<file path="src/rtl/stopwatch_pkg.sv">
// Shared definitions for the stopwatch control slice: state encoding and
// the default timing / lap-memory sizing.
package stopwatch_pkg;

    // Sequencer states, encoded as they appear on the state output
    typedef enum logic [1:0] {
        ST_IDLE   = 2'b00,
        ST_RUN    = 2'b01,
        ST_STOP   = 2'b10,
        ST_RECALL = 2'b11
    } state_t;

    // 100 ms count tick at a 50 MHz system clock
    localparam int DEF_TICK_DIV = 5000000;

    // Number of lap slots in the external lap memory
    localparam int DEF_LAPS = 4;

endpackage

</file>
<file path="src/rtl/tick_gen.sv">
// Prescaler that turns the system clock into a one-cycle count tick.
// The count freezes while disabled so a stopped watch resumes mid-period.
module tick_gen #(
    parameter int TICK_DIV = 4
) (
    input  logic clk,
    input  logic key0,
    input  logic en,
    input  logic clr,
    output logic tick
);

    localparam int            CW   = (TICK_DIV > 1) ? $clog2(TICK_DIV) : 1;
    localparam logic [CW-1:0] LAST = CW'(TICK_DIV - 1);
    localparam logic [CW-1:0] ONE  = CW'(1);

    logic [CW-1:0] presc;

    // Advance the prescaler while enabled, pulse tick on wrap, hold otherwise
    always_ff @(posedge clk or negedge key0) begin
        if (!key0) begin
            presc <= '0;
            tick  <= 1'b0;
        end else if (clr) begin
            presc <= '0;
            tick  <= 1'b0;
        end else if (en) begin
            if (presc == LAST) begin
                presc <= '0;
                tick  <= 1'b1;
            end else begin
                presc <= presc + ONE;
                tick  <= 1'b0;
            end
        end else begin
            tick <= 1'b0;
        end
    end

endmodule

</file>
<file path="src/rtl/stopwatch_ctrl.sv">
// Stopwatch / lap-timer control sequencer. Turns edge-detected button
// pulses into run state, count ticks, counter clears, lap writes and lap
// recall addressing for the external datapath.
module stopwatch_ctrl
    import stopwatch_pkg::*;
#(
    parameter int TICK_DIV = DEF_TICK_DIV,
    parameter int LAPS     = DEF_LAPS,
    parameter int LAP_W    = 2
) (
    input  logic             clk,
    input  logic             key0,
    input  logic             ss_push,
    input  logic             lap_push,
    input  logic             recall_push,
    input  logic             clr_push,
    output logic             run,
    output logic             tick,
    output logic             time_clr,
    output logic             lap_we,
    output logic [LAP_W-1:0] lap_waddr,
    output logic             lap_full,
    output logic             show_lap,
    output logic [LAP_W-1:0] lap_raddr,
    output logic [1:0]       state
);

    localparam logic [LAP_W:0]   LAP_MAX   = (LAP_W + 1)'(LAPS);
    localparam logic [LAP_W:0]   CNT_ONE   = (LAP_W + 1)'(1);
    localparam logic [LAP_W-1:0] RADDR_ONE = LAP_W'(1);

    state_t         st;
    state_t         ret_st;
    logic [LAP_W:0] lap_cnt;
    logic           gen_en;
    logic           gen_clr;
    logic           lap_ok;
    logic           last_lap;

    // The prescaler only advances on RUN cycles that are not being stopped,
    // so the edge that takes the stop pulse leaves its value untouched.
    assign gen_en   = (st == ST_RUN) && !ss_push;
    assign gen_clr  = clr_push && ((st == ST_STOP) || (st == ST_RECALL));
    assign lap_ok   = lap_push && (lap_cnt < LAP_MAX);
    assign last_lap = ({1'b0, lap_raddr} == (lap_cnt - CNT_ONE));
    assign state    = st;

    tick_gen #(
        .TICK_DIV(TICK_DIV)
    ) u_tick_gen (
        .clk (clk),
        .key0(key0),
        .en  (gen_en),
        .clr (gen_clr),
        .tick(tick)
    );

    // Sequencer state, lap bookkeeping and all registered control strobes
    always_ff @(posedge clk or negedge key0) begin
        if (!key0) begin
            st        <= ST_IDLE;
            ret_st    <= ST_IDLE;
            lap_cnt   <= '0;
            run       <= 1'b0;
            time_clr  <= 1'b0;
            lap_we    <= 1'b0;
            lap_waddr <= '0;
            lap_full  <= 1'b0;
            show_lap  <= 1'b0;
            lap_raddr <= '0;
        end else begin
            time_clr <= 1'b0;
            lap_we   <= 1'b0;
            if (gen_clr) begin
                st        <= ST_IDLE;
                run       <= 1'b0;
                time_clr  <= 1'b1;
                lap_cnt   <= '0;
                lap_full  <= 1'b0;
                show_lap  <= 1'b0;
                lap_raddr <= '0;
            end else begin
                unique case (st)
                    ST_IDLE: begin
                        if (ss_push) begin
                            st  <= ST_RUN;
                            run <= 1'b1;
                        end else if (recall_push && (lap_cnt != '0)) begin
                            st        <= ST_RECALL;
                            ret_st    <= ST_IDLE;
                            show_lap  <= 1'b1;
                            lap_raddr <= '0;
                        end
                    end
                    ST_RUN: begin
                        if (lap_ok) begin
                            lap_we    <= 1'b1;
                            lap_waddr <= lap_cnt[LAP_W-1:0];
                            lap_cnt   <= lap_cnt + CNT_ONE;
                            lap_full  <= ((lap_cnt + CNT_ONE) == LAP_MAX);
                        end
                        if (ss_push) begin
                            st  <= ST_STOP;
                            run <= 1'b0;
                        end
                    end
                    ST_STOP: begin
                        if (ss_push) begin
                            st  <= ST_RUN;
                            run <= 1'b1;
                        end else if (recall_push && (lap_cnt != '0)) begin
                            st        <= ST_RECALL;
                            ret_st    <= ST_STOP;
                            show_lap  <= 1'b1;
                            lap_raddr <= '0;
                        end
                    end
                    ST_RECALL: begin
                        if (recall_push) begin
                            if (last_lap) begin
                                st        <= ret_st;
                                show_lap  <= 1'b0;
                                lap_raddr <= '0;
                            end else begin
                                lap_raddr <= lap_raddr + RADDR_ONE;
                            end
                        end
                    end
                    default: begin
                        st  <= ST_IDLE;
                        run <= 1'b0;
                    end
                endcase
            end
        end
    end

endmodule
</file>
<file path="config.mk">
export PLATFORM = sky130hd
export DESIGN_NAME = stopwatch_ctrl
export DESIGN_NICKNAME = d
export VERILOG_FILES = /design/src/rtl/stopwatch_pkg.sv /design/src/rtl/tick_gen.sv /design/src/rtl/stopwatch_ctrl.sv
export SDC_FILE = /design/constraint.sdc
export NUM_CORES = 1
export LEC_CHECK = 0
export ABC_AREA = 1
export BUFFER_PORTS_ARGS = -buffer_cell sky130_fd_sc_hd__buf_2
export CORE_MARGIN = 4
export CORE_UTILIZATION = 50
export DETAILED_ROUTE_END_ITERATION = 6
export GPL_ROUTABILITY_DRIVEN = 0
export GPL_TIMING_DRIVEN = 0
export PLACE_DENSITY = 0.75
export SYNTH_ARGS = -nofsm -noshare
export SYNTH_HDL_FRONTEND = slang
export SYNTH_SLANG_ARGS = --single-unit
</file>
<file path="constraint.sdc">
create_clock -name clk -period 2.2 [get_ports clk]
set_clock_uncertainty 0.05 [all_clocks]
set_input_delay 0.33 -clock clk [delete_from_list [all_inputs] [get_ports clk]]
set_output_delay 0.33 -clock clk [all_outputs]
set_load 0.005 [all_outputs]
</file>
## After elaboration in Yosys (flattened, before gate mapping)

Index checks and enable logic that the tools add are counted.

- Register bits: 40
- Logic and storage cells: 99

- $add $sub $neg: 4
- Order comparisons: 1
- Equal/unequal tests: 17
- Mux-type cells: 42
- Bitwise logic cells: 1
- Reduce and logical (&&, ||, !) cells: 22

Operators with widths:

| cell | count |
|---|---|
| two-way mux 23 bit | 3 |
| two-way mux 2 bit | 13 |
| adder 23 x 1 -> 23 bit (second input constant) | 1 |
| equality test 23 bit (second input constant) | 1 |
| two-way mux 1 bit | 18 |
| two-way mux 3 bit | 3 |
| != test 3 bit (second input constant) | 3 |
| nonzero test 3 bit | 3 |
| case mux 2 bit (2 select lines) | 2 |
| AND reduction 4 bit | 2 |
| nonzero test 2 bit | 4 |
| != test 2 bit (second input constant) | 3 |
| != test 3 x 1 -> 1 bit (second input constant) | 2 |
| case mux 2 bit (3 select lines) | 1 |
| AND reduction 3 bit | 2 |
| AND reduction 6 bit | 1 |
| AND reduction 5 bit | 1 |
| equality test 2 bit (second input constant) | 2 |
| logical AND 1 bit | 4 |
| != test 4 x 1 -> 1 bit (second input constant) | 1 |
| case mux 1 bit (2 select lines) | 2 |
| adder 3 x 1 -> 3 bit (second input constant) | 1 |
| equality test 2 x 3 -> 1 bit | 1 |
| equality test 3 bit (second input constant) | 1 |
| 12 further kinds | 12 |

## Depth between registers and ports, before layout

Gate-level depths: netlist of the first run.

- Depth in word-level cells: 6
- Gate-level depth with buffers: 10

## By module

From an unflattened synthesis of the first run, not the netlist that was laid out.

- Cells, all modules: 315
- Area total of the unflattened synthesis: 2,311.0 um^2

By module, submodules not included:

| module | instances | cells each | area an instance (um^2) | seq. area each (um^2) |
|---|---|---|---|---|
| tick_gen | 1 | 211 | 1,453.9 | 600.6 |
| stopwatch_ctrl | 1 | 104 | 857.1 | 375.4 |

## Worst setup path after synthesis of the first run

Ideal clock, no wire load.

- Kind: reg-to-reg
- Start point: register lap_cnt[0]
- End point: register st[1] (netlist: state[1])
- Setup time: 0.117 ns
- Arrival time: 1.312 ns
- Path slack: 0.721 ns
- Cell stages (with the launch flop): 9
- Path buffers: 0
- Cells stage by stage: dfrtp_1 > inv_1 > ha_1 > xor2_1 > nand3_1 > nand2_1 > nand3_2 > nand2_1 > nand2_1

- Word-level cells in the longest chain between the ends: 4

RTL lines:

| element | line | RTL |
|---|---|---|
| from (decl) | stopwatch_ctrl.sv:34 | `logic [LAP_W:0] lap_cnt;` |
| from (signal assigned) | stopwatch_ctrl.sv:99 | `lap_cnt <= lap_cnt + CNT_ONE;` |
| subtractor 3 x 1 -> 3 bit or nonzero test 3 bit (tied branches) | stopwatch_ctrl.sv:45, stopwatch_ctrl.sv:88, stopwatch_ctrl.sv:111 |  |
| equality test 2 x 3 -> 1 bit or logical AND 1 bit (tied branches) | stopwatch_ctrl.sv:45, stopwatch_ctrl.sv:88, stopwatch_ctrl.sv:111 |  |
| != test 3 bit (no line) or != test 4 x 1 -> 1 bit (tied branches) | n/a |  |
| AND reduction 4 bit (no line) * | n/a |  |
| to (signal assigned) | stopwatch_ctrl.sv:121 | `st <= ret_st;` |
| to (decl) | stopwatch_ctrl.sv:32 | `state_t st;` |

Every way passes the cells marked *; elsewhere a longest branch is shown, timed or not.
A chain may end at the register's enable or synchronous reset.

## Worst setup path in the final report of the first run

- Start point: register u_tick_gen.presc[0]
- End point: register u_tick_gen.presc[22]

- Word-level cells in the longest chain between the ends: 4

RTL lines:

| element | line | RTL |
|---|---|---|
| from (decl) | tick_gen.sv:17 | `logic [CW-1:0] presc;` |
| from (signal assigned) | tick_gen.sv:32 | `presc <= presc + ONE;` |
| adder 23 x 1 -> 23 bit or equality test 23 bit (tied branches) | tick_gen.sv:32, tick_gen.sv:28 |  |
| two-way mux 23 bit * | tick_gen.sv:28 | `if (presc == LAST) begin` |
| two-way mux 23 bit * | tick_gen.sv:27 | `end else if (en) begin` |
| two-way mux 23 bit * | tick_gen.sv:24 | `end else if (clr) begin` |

Every way passes the cells marked *; elsewhere a longest branch is shown, timed or not. The select of a mux whose other input is x is not followed.

==> metrics.md, run 1 <==
| Metric | Value |
|---|---|
| Status | `finished, final reports clean` |
| Most frequent cells after synthesis | `103 x nand2_1, 39 x dfrtp_1, 39 x nor2_1` |
| Synth Net Count | `~330` |
| Dominant cell type by area after synthesis | `dfrtp_1` |
| Fin crit period | `between 1.5 and 2 ns` |
| Count leader, synth | `nand2_1` |
| Fin. Hold Viols | `0` |
| Reg2Reg Launch Point | `u_tick_gen.presc[0]` |
| RSZ-0062 raised after global routing | `no` |
| Layout cells sized above 1 | `approximately 17%` |
| Clock Pin Slew Worst Setup and Hold Paths | `around 0.08 ns` |
| Area grow syn2layout | `10.2%` |
| Post-synth top area share | `between 40% and 50%` |
| Cell Area, Synth | `roughly 2400 um^2` |
| Post-Synthesis Cells | `approximately 320` |
| Number of synthesized flops with an enable pin | `0` |
| CP Capture Point | `u_tick_gen.presc[22]` |
| Reg2reg path depth | `8` |
| Tcrit/Tclk final | `between 70% and 80%` |
| Sequential area share after synthesis | `slightly above 40%` |
| CTS tree | `yes` |
| Synth area leaders | `dfrtp_1 41%, nand2_1 16%, nor2_1 6.1%, xor2_1 4.4%, nand3_1 4.2%` |
| Async S/R FF share, synth | `100%` |
| Bufs and invs on worst path | `0` |
| Nets | `356` |
| Max clock buf depth | `2` |
| Die width | `77.4 um` |
| Post-CTS sizing | `0` |
| H-tree Lvls | `2` |
| Least-Margin Pin Slew | `~0.86 ns` |
| CP max stage cell | `dfrtp_1` |
| Vias | `~2100` |
| Critical path class | `flip-flop to flip-flop` |
| Total core area | `4500 um^2` |
| Vias per std cell | `just over 5` |
| Yosys cell types | `29` |
| Clk root buf | `clkbuf_8` |
| Maxcap violations | `0` |
| Worst path most repeated cell | `nand2_1` |
| Post-route cell area | `roughly 2700 um^2` |
| Syn avg cell area | `around 7.5 um^2` |
| Layout Utilization | `between 50% and 60%` |
| Hold WC Path Type | `primary input to asynchronous set/reset pin` |
| PD cells | `just under 900 nW/um^2` |
| Synthesis-stage register bit count | `39` |
| CTS Sinks | `39` |
| Crit path depth | `8` |
| Worst-path cell chain | `ha_1 -> nand2_1 -> nor2_2 -> nand3_1 -> nor2_1 -> nand2_1 -> nand3_1 -> nand2_1` |
| Post-CTS Setup Inserts | `0` |
| Placement Cell Area | `2560 um^2` |
| Remaining Overflow, GRT | `0` |
| Slew Limit Fails | `0` |
| Worst rel slew slack | `42.9%` |
| Worst VDD drop | `approximately 630 uV` |
| Final setup vio count | `0` |
| Rows | `24` |
| DRC viols | `0` |
| Synth Flop Type | `dfrtp_1` |
| Vias in the first global route | `~2200` |
| Setup TNS | `0 ns` |
| Antenna Cells | `0` |
| Worst hold slack | `between 0.08 and 0.09 ns` |
| Reg2Reg Setup Slack | `slightly below 0.5 ns` |
| Fmax | `slightly below 0.6 GHz` |
| Initial antenna violation count | `0` |
| Ports | `18` |
| Filler cell count | `between 400 and 500` |
| All-Layer GR Usage | `between 10% and 20%` |
| Overall die area | `5990 um^2` |
| Top delay family on crit path | `simple AND/OR/NAND/NOR gates` |
| WP data required | `2.34 ns` |
| Critical Path End Type | `flip-flop` |
| Worst setup path startpoint | `u_tick_gen.presc[0]` |
| Initial DRC count | `around 110` |
| Final wirelength | `5.23 mm` |
| Leak | `1.24 nW` |
| Largest net degree at the start of global routing | `40` |
| Post-DP HPWL | `around 3.9 mm` |
| Cts bufs inserted | `5` |
| Initial Util | `between 50% and 60%` |
| Startpoint types | `flip-flop` |
| Hold Buf Count CTS | `0` |
| First-pass GRT wire length | `slightly below 10 mm` |
| Reg2reg end | `u_tick_gen.presc[22]` |
| Crit-path max FO | `6` |
| Synthesis Warnings | `0` |
| CP Data Arrival Time | `1.85 ns` |
| Clock Latency Late Sink | `roughly 0.30 ns` |
| Die span in y | `around 77 um` |
| CP max stage delay | `0.39 ns` |
| WL per Instance | `roughly 13 um` |
| Routed Antenna Nets | `0` |
| Detailed Routing Iterations Pass 1 | `4` |
| Port buffer count | `17` |
==> sequential cells by signal, summed over array words and instances (netlist names) <==
register,flops
state,2
show_lap,1
run,1
lap_raddr,2
ret_st,1
time_clr,1
u_tick_gen.tick,1
lap_full,1
lap_waddr,2
u_tick_gen.presc,23
lap_cnt,3
lap_we,1
==> worst reg2reg max path: stages (launching register included) <==
cell and delay [ns]:
dfrtp_1 0.39, ha_1 0.25, nand2_1 0.12, nor2_2 0.30, nand3_1 0.19, nor2_1 0.12, nand2_1 0.06, nand3_1 0.08
nand2_1 0.05
==> cells in the final DEF, fill, tap and decap left out, types with 2 or more instances in the layout <==
master,n
a21oi_1,2
inv_2,6
nor2_1,39
o21ai_1,8
nand2_2,5
o22ai_1,4
nor3_1,2
xnor2_1,2
o21ai_0,5
nor2_4,4
nand3_2,3
dfrtp_1,39
xor2_1,12
nand4_1,11
o21bai_1,5
inv_1,25
nor2_2,7
nand2_4,6
clkbuf_8,6
nand3_1,20
ha_1,5
buf_2,17
nand2_1,103
==> kinds of logic after synthesis <==
| logic type | share of synthesized area [%] |
|---|---|
| simple gates | 39.1 |
| compound gates | 7.02 |
| fa+ha+maj | 2.60 |
| buf+inv | 5.61 |
| xor+xnor | 5.09 |
| flops | 40.5 |
==> stage by stage <==
stage | total power, mW | instances | worst slack (ns)
4_1_cts | 2.37 | 398 | 0.475
3_5_place_dp | 1.84 | 390 | 0.493
6_report | 2.35 | 398 | 0.487
2_1_floorplan | 1.59 | 321 | 0.721
3_3_place_gp | 1.82 | 390 | 0.507
5_1_grt | 2.54 | 398 | 0.240
==> layout make-up <==
type | instances | area, um^2 | area share [%]
Buffer | 2 | 12.5 | 0.472
Clock buffer | 7 | 86.3 | 3.25
Clock inverter | 1 | 8.76 | 0.330
Inverter | 32 | 123 | 4.62
Multi-Input combinational cell | 248 | 1300 | 48.9
Sequential cell | 39 | 976 | 36.8
Tap cell | 52 | 65.1 | 2.45
Timing Repair Buffer | 17 | 85.1 | 3.21
==> layer usage <==
layer	vias up	routed length [um]	GRT usage, %
met2	40	2520	33.7
li1	1075	-	-
met3	7	196	4.86
met4	0	69	6.05
met5	-	0	0
met1	943	2440	24.8
==> report_power, final <==
part | total [mW] | internal (mW) | switching, mW
clock network | 0.518 | 0.257 | 0.261
registers | 0.974 | 0.843 | 0.132
logic | 0.853 | 0.313 | 0.540
total | 2.35 | 1.41 | 0.933
==> worst min-delay path by stage <==
| stage | to | slack [ns] |
|---|---|---|
| 2_1_floorplan | lap_cnt[0] | -0.02 |
| 3_3_place_gp | show_lap | 0.41 |
| 3_5_place_dp | show_lap | 0.42 |
| 4_1_cts | u_tick_gen.presc[8] | 0.12 |
| 5_1_grt | u_tick_gen.presc[8] | 0.16 |
| 6_report | u_tick_gen.presc[8] | 0.09 |
(Power assumes the default switching activity.)
==> run 2: changes to the inputs <==
==> constraint.sdc (replaced) <==
create_clock -name clk -period 1.7 [get_ports clk]
set_clock_uncertainty 0.05 [all_clocks]
set_input_delay 0.255 -clock clk [delete_from_list [all_inputs] [get_ports clk]]
set_output_delay 0.255 -clock clk [all_outputs]
set_load 0.005 [all_outputs]
==> run 2 against run 1 <==
Compared with the run above:
- critical path depth unchanged
- sequential share of layout area down 0.97 points
- worst setup slack worse by 0.40 ns
- global-route usage unchanged
- utilization up 1.7 points
- total power up 33%
- final cell count up 1.3%
- first-iteration DRC count down 4.4%
- routed wire length up 1.7%
- sequential power up 30%
- clock power up 30%
- hold slack worse by 0.074 ns
- critical path type unchanged
- largest cell class unchanged
==> metrics.md, run 2 (same netlist as run 1, synthesis figures left out) <==
| Metric | Value |
|---|---|
| DRC viols | `0` |
| Nets | `roughly 360` |
| CTS Sinks | `39` |
| Slew Limit Fails | `0` |
| Reg2reg path depth | `8` |
| Final Total Pwr | `about 3.1 mW` |
| Maxcap violations | `0` |
| Commonest non-fill, non-tap cell in the layout | `nand2_1` |
| Clock Latency Late Sink | `roughly 0.30 ns` |
| All-Layer GR Usage | `about a fifth` |
| Die span in y | `about 77 um` |
| Fmax | `between 0.6 and 0.7 GHz` |
| Rows | `24` |
| Clock Pin Slew Worst Setup and Hold Paths | `approximately 0.080 ns` |
| Ports | `18` |
| Commonest cells after routing, fill and taps aside | `102 x nand2_1, 39 x nor2_1, 38 x dfrtp_1` |
| Area grow syn2layout | `13.3%` |
| PD cells | `between 1000 and 1500 nW/um^2` |
| H-tree Lvls | `2` |
| Worst setup path startpoint | `u_tick_gen.presc[0]` |
| Biggest register | `u_tick_gen.presc` |
| Detailed Routing Iterations Pass 1 | `4` |
| Initial Util | `53.4%` |
| Fin. Hold Viols | `0` |
| WP data required | `1.83 ns` |
| Layout cells sized above 1 | `19.9%` |
| Hold Buf Count CTS | `0` |
| Overall die area | `between 5000 and 6000 um^2` |
| Worst rel slew slack | `42.6%` |
| CP Capture Point | `u_tick_gen.presc[5]` |
| Max clock buf depth | `2` |
| Routed Antenna Nets | `0` |
| Post-DP HPWL | `around 4 mm` |
| Status | `finished, final reports clean` |
| Worst hold slack | `0.0117 ns` |
| Largest register FFs | `23` |
| Vias | `around 2100` |
| Vias in the first global route | `2178` |
| Remaining Overflow, GRT | `0` |
| Startpoint types | `flip-flop` |
| Reg2reg end | `u_tick_gen.presc[5]` |
| CP Data Arrival Time | `between 1.5 and 2 ns` |
| Fin crit period | `1.62 ns` |
| Hold WC Path Type | `primary input to asynchronous set/reset pin` |
| Largest regs | `u_tick_gen.presc x23, lap_cnt x3` |
| Reg2Reg Launch Point | `u_tick_gen.presc[0]` |
| Worst path most repeated cell | `nand2_1` |
| Fin worst setup slack | `about 0.085 ns` |
| Pre-CTS WS | `-0.00746 ns` |
| Total core area | `4500 um^2` |
| Tcrit/Tclk final | `between 90% and 100%` |
| Initial antenna violation count | `0` |
| Setup TNS | `0 ns` |
| WL per Instance | `between 10 and 15 um` |
| Vias per std cell | `5.20` |
| Post-route cell area | `between 2000 and 3000 um^2` |
| First-pass GRT wire length | `around 9.7 mm` |
| Filler cell count | `about 410` |
| Critical Path End Type | `flip-flop` |
| Multi-input logic area | `between 1000 and 1500 um^2` |
| Leak | `1.26 nW` |
| Die width | `just under 80 um` |
| Final wirelength | `~5.3 mm` |
| CP max stage cell | `dfrtp_1` |
| Port buffer count | `17` |
| Largest net degree at the start of global routing | `40` |
| Worst VDD drop | `between 800 and 900 uV` |
| Reg area | `approximately 980 um^2` |
| Antenna Cells | `0` |
| Crit-path max FO | `10` |
| Clk root buf | `clkbuf_8` |
| Reg2Reg Setup Slack | `0.08 ns` |
| Least-Margin Pin Slew | `around 0.86 ns` |
| CTS tree | `yes` |
| Cts bufs inserted | `5` |
| CP max stage delay | `0.43 ns` |
| Final setup vio count | `0` |
| Worst-path cell chain | `ha_4 -> nand2_1 -> inv_2 -> nand2_1 -> nor2_4 -> nand2_2 -> nand2_4 -> o22ai_1` |
| Placement Cell Area | `2560 um^2` |
| Initial DRC count | `109` |
| Critical path class | `flip-flop to flip-flop` |
[run 2: report_power, final]
part | switching [mW] | internal [mW] | leakage [nW]
Clock | 0.339 | 0.333 | 0.0484
Sequential | 0.176 | 1.09 | 0.529
Combinational | 0.712 | 0.459 | 0.687
[run 2: timing repair]
item	4_1_cts	5_1_grt
setup endpoints to repair	4	26
setup buffers	0	5
resized for setup	2	6
pin swaps	1	2
[run 2: per-layer routing]
layer	global-route usage (%)	vias up	wire length [um]
li1	-	1081	-
met1	24.8	967	2460
met2	33.6	37	2610
met3	4.86	9	175
met4	6.23	0	76
met5	0	-	0
[run 2: how the worst min path moves through the flow]
stage,start,to,cells after the start
3_3_place_gp,key0,u_tick_gen.presc[9],1
5_1_grt,key0,u_tick_gen.presc[8],1
3_5_place_dp,key0,u_tick_gen.presc[8],1
2_1_floorplan,key0,lap_cnt[0],0
4_1_cts,key0,u_tick_gen.presc[8],1
6_report,key0,u_tick_gen.presc[8],1
[run 2: critical path, delay by kind of cell (launching register included)]
| kind | cells | cell delay, ns |
|---|---|---|
| AO/OA/AOI/OAI | 1 | 0.10 |
| buffers and inverters | 1 | 0.06 |
| AND/OR/NAND/NOR | 5 | 0.68 |
| flip-flops | 1 | 0.43 |
| adder cells (fa/ha/maj) | 1 | 0.18 |
[run 2: area by class of cell]
cell class,count,share of cell area [%]
plain buffers,2,0.459
inverters,32,4.50
well taps,52,2.39
clock inverters,1,0.321
multi-input cells,248,48.4
repair buffers,22,4.95
clock buffers,7,3.17
flip-flops and latches,39,35.8
[run 2: per-stage QoR]
stage               instances  utilization [%]
floorplan                 321                -
global placement          390             56.8
detailed placement        390             56.8
CTS                       398             59.0
global route              403             60.6
finish                    403             60.6
==> run 3: changes to the inputs <==
--- a/config.mk
+++ b/config.mk
@@ -5,14 +5,13 @@
 export SDC_FILE = /design/constraint.sdc
 export NUM_CORES = 1
 export LEC_CHECK = 0
-export ABC_AREA = 1
 export BUFFER_PORTS_ARGS = -buffer_cell sky130_fd_sc_hd__buf_2
 export CORE_MARGIN = 4
 export CORE_UTILIZATION = 50
 export DETAILED_ROUTE_END_ITERATION = 6
 export GPL_ROUTABILITY_DRIVEN = 0
 export GPL_TIMING_DRIVEN = 0
-export PLACE_DENSITY = 0.75
+export PLACE_DENSITY = 0.76
 export SYNTH_ARGS = -nofsm -noshare
 export SYNTH_HDL_FRONTEND = slang
 export SYNTH_SLANG_ARGS = --single-unit
==> run 3 against run 2 <==
Compared with the run above:
- the run now ends with negative setup slack left
- global-route usage is 0.87 points higher
- first-iteration DRC count rose by 27%
- clock power up 20%
- largest cell class unchanged
- fmax fell by 15%
- sequential share of layout area is 0.92 points higher
- worst setup slack worse by 0.29 ns
- sequential cell count did not move
==> metrics.md, run 3 <==
| Metric | Value |
|---|---|
| Antenna Cells | `0` |
| CTS Sinks | `39` |
| WP data required | `between 1.5 and 2 ns` |
| Synthesis Warnings | `0` |
| Filler cell count | `317` |
| WL per Instance | `around 17 um` |
| Setup TNS | `-1.77 ns` |
| CTS tree | `yes` |
| Least-Margin Pin Slew | `approximately 0.84 ns` |
| Crit-path max FO | `3` |
| Hold Buf Count CTS | `0` |
| Status | `finished with violations` |
| Routed Antenna Nets | `0` |
| Post-Synthesis Cells | `between 200 and 250` |
| Max clock buf depth | `2` |
| Count leader, synth | `dfrtp_1` |
| H-tree Lvls | `2` |
| Overall die area | `around 5400 um^2` |
| Fin. Hold Viols | `0` |
| Synthesis-stage register bit count | `39` |
| CP Data Arrival Time | `between 2 and 2.5 ns` |
| Synth Net Count | `~230` |
| Critical Path End Type | `flip-flop` |
| Final setup vio count | `26` |
| Final wirelength | `between 5 and 6 mm` |
| Synth Area in Simple Gates | `23.1%` |
| Die width | `~74 um` |
| Fmax | `0.524 GHz` |
| Cell Area, Synth | `2170 um^2` |
| Post-synth top area share | `a little under half` |
| Die span in y | `roughly 74 um` |
| Fin crit period | `roughly 1.9 ns` |
| Placement Cell Area | `between 2000 and 2500 um^2` |
| Area grow syn2layout | `23.1%` |
| Vias per std cell | `5.92` |
| Initial antenna violation count | `0` |
| Cts bufs inserted | `5` |
| Clk root buf | `clkbuf_8` |
| Reg area | `980 um^2` |
| PD cells | `between 1000 and 1500 nW/um^2` |
| Biggest register | `u_tick_gen.presc` |
| Largest net degree at the start of global routing | `40` |
| Most frequent cells after synthesis | `39 x dfrtp_1, 20 x a21oi_1, 18 x nand2_1` |
| Multi-input logic area | `about 1300 um^2` |
| Maxcap violations | `0` |
| DRC viols | `0` |
| Slew Limit Fails | `0` |
| RSZ-0062 raised after global routing | `yes` |
| Critical path class | `flip-flop to flip-flop` |
| Reg2Reg Launch Point | `lap_cnt[1]` |
| Synth Area in Compound Gates | `roughly 17%` |
| Synth Flop Type | `dfrtp_1` |
| Clock Latency Late Sink | `0.29 ns` |
| Leak | `~1.2 nW` |
| Failing checks | `negative setup slack` |
| Initial DRC count | `about 140` |
| Fin worst setup slack | `-0.207 ns` |
| Worst VDD drop | `968 uV` |
| Mux contribution to synthesized area | `roughly 5.4%` |
| Rows | `23` |
| Yosys cell types | `48` |
| Post-route cell area | `~2700 um^2` |
| Dominant cell type by area after synthesis | `dfrtp_1` |
| Vias | `approximately 1800` |
| First-pass GRT wire length | `between 8 and 9 mm` |
| Clock Pin Slew Worst Setup and Hold Paths | `roughly 0.080 ns` |
| Synth Area in Adders | `between 2 and 3%` |
| Main combinational cell family by area after synthesis | `simple AND/OR/NAND/NOR gates` |
| Sequential area share after synthesis | `between 40% and 50%` |
| Largest register FFs | `23` |
| Worst rel slew slack | `43.8%` |
| Async S/R FF share, synth | `100%` |
| Commonest cells after routing, fill and taps aside | `36 x dfrtp_1, 20 x buf_2, 19 x a21oi_1` |
| Remaining Overflow, GRT | `0` |
| Synth area leaders | `dfrtp_1 45%, a21oi_1 4.6%, a31oi_1 4.0%, nand2_1 3.1%, ha_1 2.9%` |
| Reg2reg path depth | `7` |
| Tcrit/Tclk final | `112%` |
| Number of synthesized flops with an enable pin | `0` |
| Commonest non-fill, non-tap cell in the layout | `dfrtp_1` |
| Total core area | `4090 um^2` |
| Nets | `~270` |
| Layout cells sized above 1 | `33.2%` |
| Post-DP HPWL | `between 3 and 4 mm` |
| All-Layer GR Usage | `approximately a fifth` |
| Synth Area in XOR/XNOR | `under 10%` |
| Reg2reg end | `state[0]` |
| Hold WC Path Type | `primary input to asynchronous set/reset pin` |
| Initial Util | `a little over half` |
| Port buffer count | `17` |
| Startpoint types | `flip-flop` |
| Reg2Reg Setup Slack | `-0.21 ns` |
| Ports | `18` |
| Detailed Routing Iterations Pass 1 | `4` |
| Syn avg cell area | `9.76 um^2` |
| Vias in the first global route | `between 1500 and 2000` |
| Largest regs | `u_tick_gen.presc x23, lap_cnt x3` |
-- run 3: cell types whose count changed after synthesis, sizes merged, moves of 9 or more --
cell / previous run / this run
nor2: 50 / 16
xor2: 12 / 3
inv: 32 / 6
nand3: 23 / 13
a31oi: 0 / 14
nand2: 114 / 18
a21oi: 3 / 21
-- run 3: power by group --
part	total (mW)	switching, mW	internal [mW]
sequential	1.17	0.0972	1.08
combinational	1.54	0.822	0.720
clock	0.804	0.329	0.475
-- run 3: logic make-up after synthesis --
family	count (synthesis)
adders and majority gates	5
xor gates and xnor gates	6
and+or+nand+nor	85
buffers and inverters	16
muxes	11
DFF	39
AOI/OAI and AO/OA	60
-- run 3: final cells by class --
class	instances	area share (%)
sequential	39	36.7
clock buffer	6	3.10
timing repair buffer	27	5.91
inverter	6	0.939
multi-input combinational	167	47.1
tap	50	2.35
clock inverter	2	1.31
buffer	9	2.53
-- run 3: worst max-delay path, cell delays in order (launching register included) --
cell and delay (ns):
dfrtp_1 0.40, inv_2 0.10, ha_4 0.22, xnor2_2 0.13, nor3_2 0.06, or3_4 0.39
o311ai_4 0.11, mux2_4 0.34
-- run 3: routing by layer --
layer  global-route usage [%]  vias up  routed length, um
li1                         -      884                  -
met1                     28.0      869               2290
met2                     32.8       48               2460
met3                     4.51        9                220
met4                     6.44        0                 84
met5                        0        -                  0
-- run 3: worst max path at each step --
stage	start	to	slack (ns)	depth (start not counted)
finish	lap_cnt[1]	state[0]	-0.21	7
global route	lap_cnt[1]	state[1]	-0.28	7
CTS	lap_cnt[1]	state[0]	-0.21	7
detailed placement	lap_cnt[0]	state[0]	-0.33	7
global placement	lap_cnt[0]	state[0]	-0.31	7
floorplan	lap_cnt[0]	state[0]	-0.21	7
-- run 3: what timing repair did --
| item | in CTS | in global routing |
|---|---|---|
| gates cloned | 1 | 0 |
| setup endpoints to repair | 28 | 31 |
| pin swaps | 2 | 3 |
| setup buffers | 8 | 1 |
| resized for setup | 18 | 15 |
-- run 3: through the flow --
stage | worst slack (ns) | util (%) | instances | hold slack (ns) | power (mW)
after global routing | -0.277 | 65.2 | 306 | 0.103 | 3.75
after detailed placement | -0.329 | 57.2 | 289 | 0.361 | 2.36
after global placement | -0.306 | 57.2 | 289 | 0.356 | 2.32
final | -0.207 | 65.2 | 306 | 0.0121 | 3.52
after floorplan | -0.208 | - | 222 | -0.0906 | 2.01
after CTS | -0.211 | 63.9 | 305 | 0.0445 | 3.45
